<file path="config.mk">
export PLATFORM = sky130hd
export DESIGN_NAME = butterfly_mult_seq
export DESIGN_NICKNAME = d
export VERILOG_FILES = /design/src/rtl/butterfly_mult_seq.sv
export SDC_FILE = /design/constraint.sdc
export NUM_CORES = 1
export LEC_CHECK = 0
export CAP_MARGIN = 20
export CELL_PAD_IN_SITES_DETAIL_PLACEMENT = 1
export CELL_PAD_IN_SITES_GLOBAL_PLACEMENT = 2
export CORE_MARGIN = 2
export CORE_UTILIZATION = 37
export CTS_CLUSTER_SIZE = 16
export DETAILED_ROUTE_END_ITERATION = 10
export GPL_TIMING_DRIVEN = 0
export PLACE_DENSITY = 0.82
export SLEW_MARGIN = 20
export SYNTH_ARGS = -nofsm -noshare
export SYNTH_HDL_FRONTEND = slang
export SYNTH_SLANG_ARGS = --single-unit
</file>
<file path="constraint.sdc">
create_clock -name xClk -period 8.5 [get_ports xClk]
set_clock_uncertainty 0.1 [all_clocks]
set_input_delay 1.7 -clock xClk [delete_from_list [all_inputs] [get_ports xClk]]
set_output_delay 1.7 -clock xClk [all_outputs]
set_load 0.02 [all_outputs]
</file>
<file path="src/rtl/butterfly_mult_seq.sv">
// Sequential shift-add signed multiplier for the FFT butterfly datapath.
// It processes one multiplier bit per clock on operand magnitudes and then
// applies the sign. It delivers the full product plus a rounded, shifted and
// saturated fixed-point result.
module butterfly_mult_seq #(
  parameter int WIDTH = 16,
  parameter int FRAC  = WIDTH - 1
) (
  input  logic                      xClk,
  input  logic                      xRst_n,
  input  logic                      xInValid,
  output logic                      xInReady,
  input  logic signed [WIDTH-1:0]   xMultiplicand,
  input  logic signed [WIDTH-1:0]   xMultiplier,
  output logic                      xOutValid,
  input  logic                      xOutReady,
  output logic signed [2*WIDTH-1:0] xProduct,
  output logic signed [WIDTH-1:0]   xScaled,
  output logic                      xSat
);

  localparam int CNT_W   = $clog2(WIDTH + 1);
  localparam int HALF_SH = (FRAC > 0) ? FRAC - 1 : 0;

  // Scaling works one bit wider than the product, so adding the rounding
  // constant can never wrap.
  localparam logic signed [2*WIDTH:0] ONE  = 1;
  localparam logic signed [2*WIDTH:0] HALF = (FRAC > 0) ? (ONE <<< HALF_SH) : '0;
  localparam logic signed [2*WIDTH:0] SMAX = (ONE <<< (WIDTH - 1)) - ONE;
  localparam logic signed [2*WIDTH:0] SMIN = -(ONE <<< (WIDTH - 1));

  typedef enum logic [1:0] {IDLE, BUSY, DONE} state_t;

  state_t             state;
  logic [WIDTH-1:0]   mcand_p0;   // |A|
  logic [WIDTH-1:0]   acc_p0;     // upper half of the running product
  logic [WIDTH-1:0]   mplr_p0;    // |B|, shifted out as the lower half fills
  logic               sign_p0;
  logic [CNT_W-1:0]   cnt_p0;

  logic [WIDTH:0]            sum;
  logic [WIDTH-1:0]          acc_nxt;
  logic [WIDTH-1:0]          mplr_nxt;
  logic [2*WIDTH-1:0]        mag;
  logic signed [2*WIDTH-1:0] prod_nxt;
  logic [WIDTH:0]            scl;

  // Magnitude as unsigned; the most negative value maps to 2^(WIDTH-1).
  function automatic logic [WIDTH-1:0] abs_val(input logic signed [WIDTH-1:0] v);
    logic [WIDTH-1:0] u;
    u = v;
    return v[WIDTH-1] ? (~u + 1'b1) : u;
  endfunction

  // Round half toward +inf, arithmetic shift by FRAC, then clip.
  // Returns {sat, scaled}.
  function automatic logic [WIDTH:0] scale(input logic signed [2*WIDTH-1:0] p);
    logic signed [2*WIDTH:0] ext;
    logic signed [2*WIDTH:0] t;
    logic [WIDTH:0]          r;
    ext = {p[2*WIDTH-1], p};
    t   = (ext + HALF) >>> FRAC;
    if (t > SMAX)      r = {1'b1, SMAX[WIDTH-1:0]};
    else if (t < SMIN) r = {1'b1, SMIN[WIDTH-1:0]};
    else               r = {1'b0, t[WIDTH-1:0]};
    return r;
  endfunction

  // One shift-add step and the finished result derived from it.
  always_comb begin
    sum      = {1'b0, acc_p0} + (mplr_p0[0] ? {1'b0, mcand_p0} : '0);
    acc_nxt  = sum[WIDTH:1];
    mplr_nxt = {sum[0], mplr_p0[WIDTH-1:1]};
    mag      = {acc_nxt, mplr_nxt};
    prod_nxt = sign_p0 ? -$signed(mag) : $signed(mag);
    scl      = scale(prod_nxt);
  end

  assign xInReady  = (state == IDLE);
  assign xOutValid = (state == DONE);

  // Control FSM, iteration datapath and result registers.
  always_ff @(posedge xClk or negedge xRst_n) begin
    if (!xRst_n) begin
      state    <= IDLE;
      mcand_p0 <= '0;
      acc_p0   <= '0;
      mplr_p0  <= '0;
      sign_p0  <= 1'b0;
      cnt_p0   <= '0;
      xProduct <= '0;
      xScaled  <= '0;
      xSat     <= 1'b0;
    end else begin
      case (state)
        IDLE: begin
          if (xInValid) begin
            mcand_p0 <= abs_val(xMultiplicand);
            mplr_p0  <= abs_val(xMultiplier);
            sign_p0  <= xMultiplicand[WIDTH-1] ^ xMultiplier[WIDTH-1];
            acc_p0   <= '0;
            cnt_p0   <= '0;
            state    <= BUSY;
          end
        end
        BUSY: begin
          acc_p0  <= acc_nxt;
          mplr_p0 <= mplr_nxt;
          cnt_p0  <= cnt_p0 + 1'b1;
          if (cnt_p0 == CNT_W'(WIDTH - 1)) begin
            xProduct <= prod_nxt;
            xScaled  <= scl[WIDTH-1:0];
            xSat     <= scl[WIDTH];
            state    <= DONE;
          end
        end
        DONE: begin
          if (xOutReady) state <= IDLE;
        end
        default: state <= IDLE;
      endcase
    end
  end

endmodule

</file>
==> impl_metrics.toml <==
[run_status]
status = "finished, final reports clean"

[logic_synthesis]
ys_types = 70
synth-simple-area-share = 0.204
yosys_warnings = 0
netlist_top_cells_area = "dfrtp_1 (39%), o21ai_0 (7.1%), nand2_1 (6.8%)"
synth_top_area_cell = "dfrtp_1"
dominantRegCellSynth = "dfrtp_1"
synth_area_mm2 = 0.00678
synthAdderAreaFrac = 0.0436
async_flop_share = 1.00
synth_top_family_by_area = "compound AO/OA/AOI/OAI gates"
yosysSeqAreaShare = 0.388
ys_ff_latch = 105
synth_top_area_frac = 0.388
synth_compound_area_frac = 0.218
synth_xor_area_frac = 0.112
synth_cells = 769
synth.area.mux_share = 0.00443
synth_area_per_cell_um2 = 8.81
synth_edf_count = 0
synth_nets = 828

[critical_path]
endpoint_kind = "register"
crit_chain = "clkbuf_1 -> and2_1 -> fa_1 -> a21o_1 -> a21oi_1 -> xor2_1 -> o211ai_1 -> a2111oi_0 -> o311ai_1 -> nor3_2 -> and3_1 -> nand3_1 -> o211ai_2 -> buf_6 -> o22a_1"
cp_slowest_stage_delay_ns = 0.57
cp_max_fo = 10
slowest_stage = "xor2_1"
cp.arrival_ns = 5.30
crit_required_ns = 8.70
path_class = "reg -> reg"
start_kind = "register"

[route]
vias_per_cell = 5.46
dr.pass1.iters = 4
post_drt_wl_per_cell_um = 18.0
via_count = 6016
drt_wl_total_um = 19900
drcViolationCount = 0
drtIter0Drc = 218
drt.antenna.violating_nets = 0

[grt]
antenna_found_initial = 0
grt_usage = 0.210
grt_pass1_wl_um = 33200
grt.overflow.total = 0
grt_max_degree = 62
grt_pass1_vias = 6336

[power]
intPower_uw = 1790
clkPwrFrac = 0.118
sequentialPowerShare = 0.252
p_per_area_mw_per_mm2 = 423
p_leak_uw = 0.00340
switching_share = 0.487
p_sw_uw = 1700
comb_power_share = 0.631
ir_drop_mv = 0.167

[floorplan]
start_util = 0.377
dieArea_mm2 = 0.0194
die-height_um = 139
core_mm2 = 0.0180
die_w_um = 139
num_rows = 49
ioPinCount = 87

[final_layout]
fin_nets = 926
antennaDiodeCount = 0
drive_above_1_share = 0.0505
nFillCells = 2097
final_area_mm2 = 0.00825
area_growth_pct = 21.7

[cts]
numCtsBuffers = 9
cts_resized = 0
cts.htree.levels = 3
clk_latency_ns = 0.36
clockRootBuffer = "clkbuf_16"
path_clk_slew_ns = 0.07
cts_tree = "yes"
ctsHoldBuffers = 0
postCtsSetupBuffers = 0
clk_path_buf_depth = 2
clock-sinks = 105

[place]
placed_area_mm2 = 0.00795
dpl.hpwl_um = 16200
portBuffers = 86
gp_congestion = 0.842

[timing]
maxSlewViolCount = 0
finalHoldViolations = 0
tightestPinTransition_ns = 0.910
fin_crit_ns = 5.10
finalCritPeriodShare = 0.600
rsz0062_at_grt = "false"
fin_tns_setup_ns = 0
fmax_ghz = 0.196
setup_viol = 0
relSlewSlack = 0.389

[hold_path]
hold_path.class = "reg -> reg"

[job]
cap_violations = 0
cell families after synthesis:
logic type,count (synthesis)
flip-flops,105
XOR/XNOR,84
AO/OA/AOI/OAI,224
buffers and inverters,51
multiplexers,3
adder cells (fa/ha/maj),23
AND/OR/NAND/NOR,279
final timing paths:
| path | start | to | slack (ns) | depth (start not counted) |
|---|---|---|---|---|
| max | mplr_p0[0] | xScaled[11] | 3.40 | 15 |
| min | mcand_p0[3] | mcand_p0[3] | 0.38 | 2 |
| max reg2reg | mplr_p0[0] | xScaled[11] | 3.40 | 15 |
| min reg2reg | mcand_p0[3] | mcand_p0[3] | 0.38 | 2 |
| max in group asynchronous | xRst_n | state[0] | 6.48 | 2 |
| min in group asynchronous | xRst_n | xProduct[11] | 1.16 | 1 |
area by class of cell:
type	instances	area [µm²]	share of cell area
plain buffers	40	165	0.0200
clock buffers	11	253	0.0307
clock inverters	5	38.8	0.00470
inverters	11	41.3	0.00501
multi-input cells	613	3940	0.478
flip-flops and latches	105	2630	0.319
well taps	229	287	0.0347
repair buffers	87	890	0.108
synthesized netlist by cell type, types with 2 or more instances:
| library cell | instances |
|---|---|
| nor4b_1 | 2 |
| clkbuf_1 | 35 |
| nand2_1 | 122 |
| o31a_1 | 2 |
| a22oi_1 | 14 |
| o2111ai_1 | 2 |
| o22a_1 | 16 |
| o221ai_1 | 3 |
| mux2i_1 | 3 |
| o211ai_1 | 6 |
| inv_1 | 10 |
| a211oi_1 | 3 |
| nor4_2 | 4 |
| xor2_1 | 42 |
| nor3_1 | 9 |
| o21a_1 | 2 |
| xnor2_2 | 2 |
| or2_2 | 2 |
| a21oi_1 | 29 |
| buf_2 | 3 |
| dfrtp_1 | 105 |
| o31ai_1 | 13 |
| or4_1 | 4 |
| nand3_1 | 31 |
| and2_1 | 24 |
| xnor2_1 | 39 |
| nand2b_1 | 9 |
| a21o_1 | 9 |
| and3_1 | 7 |
| ha_1 | 22 |
| a211oi_2 | 2 |
| o21ai_0 | 96 |
| o41ai_1 | 7 |
| a211o_1 | 3 |
| a21boi_0 | 2 |
| or3_1 | 9 |
| nor4_1 | 4 |
| nand4_1 | 6 |
| nor2b_1 | 5 |
| nor2_1 | 30 |
| nor3_2 | 2 |
sequential cells by signal (all words and copies together) (netlist names):
signal and flops:
xProduct 32, acc_p0 16, mcand_p0 16, mplr_p0 16, xScaled 16, cnt_p0 5
state 2, sign_p0 1, xSat 1
metrics by stage:
stage                     total power [µW]  setup slack, ns  hold WS (ns)  instances   util
after global routing                  3790             2.97         0.413       1101  0.459
final                                 3490             3.40         0.381       1101  0.459
after CTS                             3510             3.37         0.390       1101  0.459
after global placement                3010             1.65         0.356       1084  0.441
after detailed placement              3090             3.42         0.374       1085  0.443
after floorplan                       2380             4.37         0.336        769      -
placed cells by master (no fill, tap or decap), types with 10 or more instances in the layout:
cell	synthesis	routed
clkbuf_1	35	35
a21oi_1	29	29
nor2_1	30	30
and2_1	24	24
o22a_1	16	16
o21ai_0	96	96
nand3_1	31	31
clkdlybuf4s50_1	0	85
a22oi_1	14	14
dfrtp_1	105	105
ha_1	22	22
xor2_1	42	42
nand2_1	122	122
inv_1	10	10
xnor2_1	39	39
o31ai_1	13	13
critical path, delay by kind of cell (launching register included):
family          cells  cell delay [ns]
xor+xnor            1             0.57
simple gates        4             1.03
fa+ha+maj           1             0.45
flops               1             0.46
buf+inv             2             0.43
compound gates      7             1.98
power by group through the flow:
stage	Clock (µW)	Sequential [µW]	Combinational (µW)
5_1_grt	445	909	2440
3_5_place_dp	0	888	2210
6_report	410	878	2200
4_1_cts	423	879	2210
3_3_place_gp	0	872	2130
2_1_floorplan	0	964	1410
metal layers:
metal,global-route usage,share of wire,vias to the layer above
met4,0.0537,0.012,0
met5,0,0,-
met2,0.361,0.48,88
li1,-,-,2946
met3,0.0286,0.031,17
met1,0.280,0.47,2965
(Power assumes the default switching activity.)
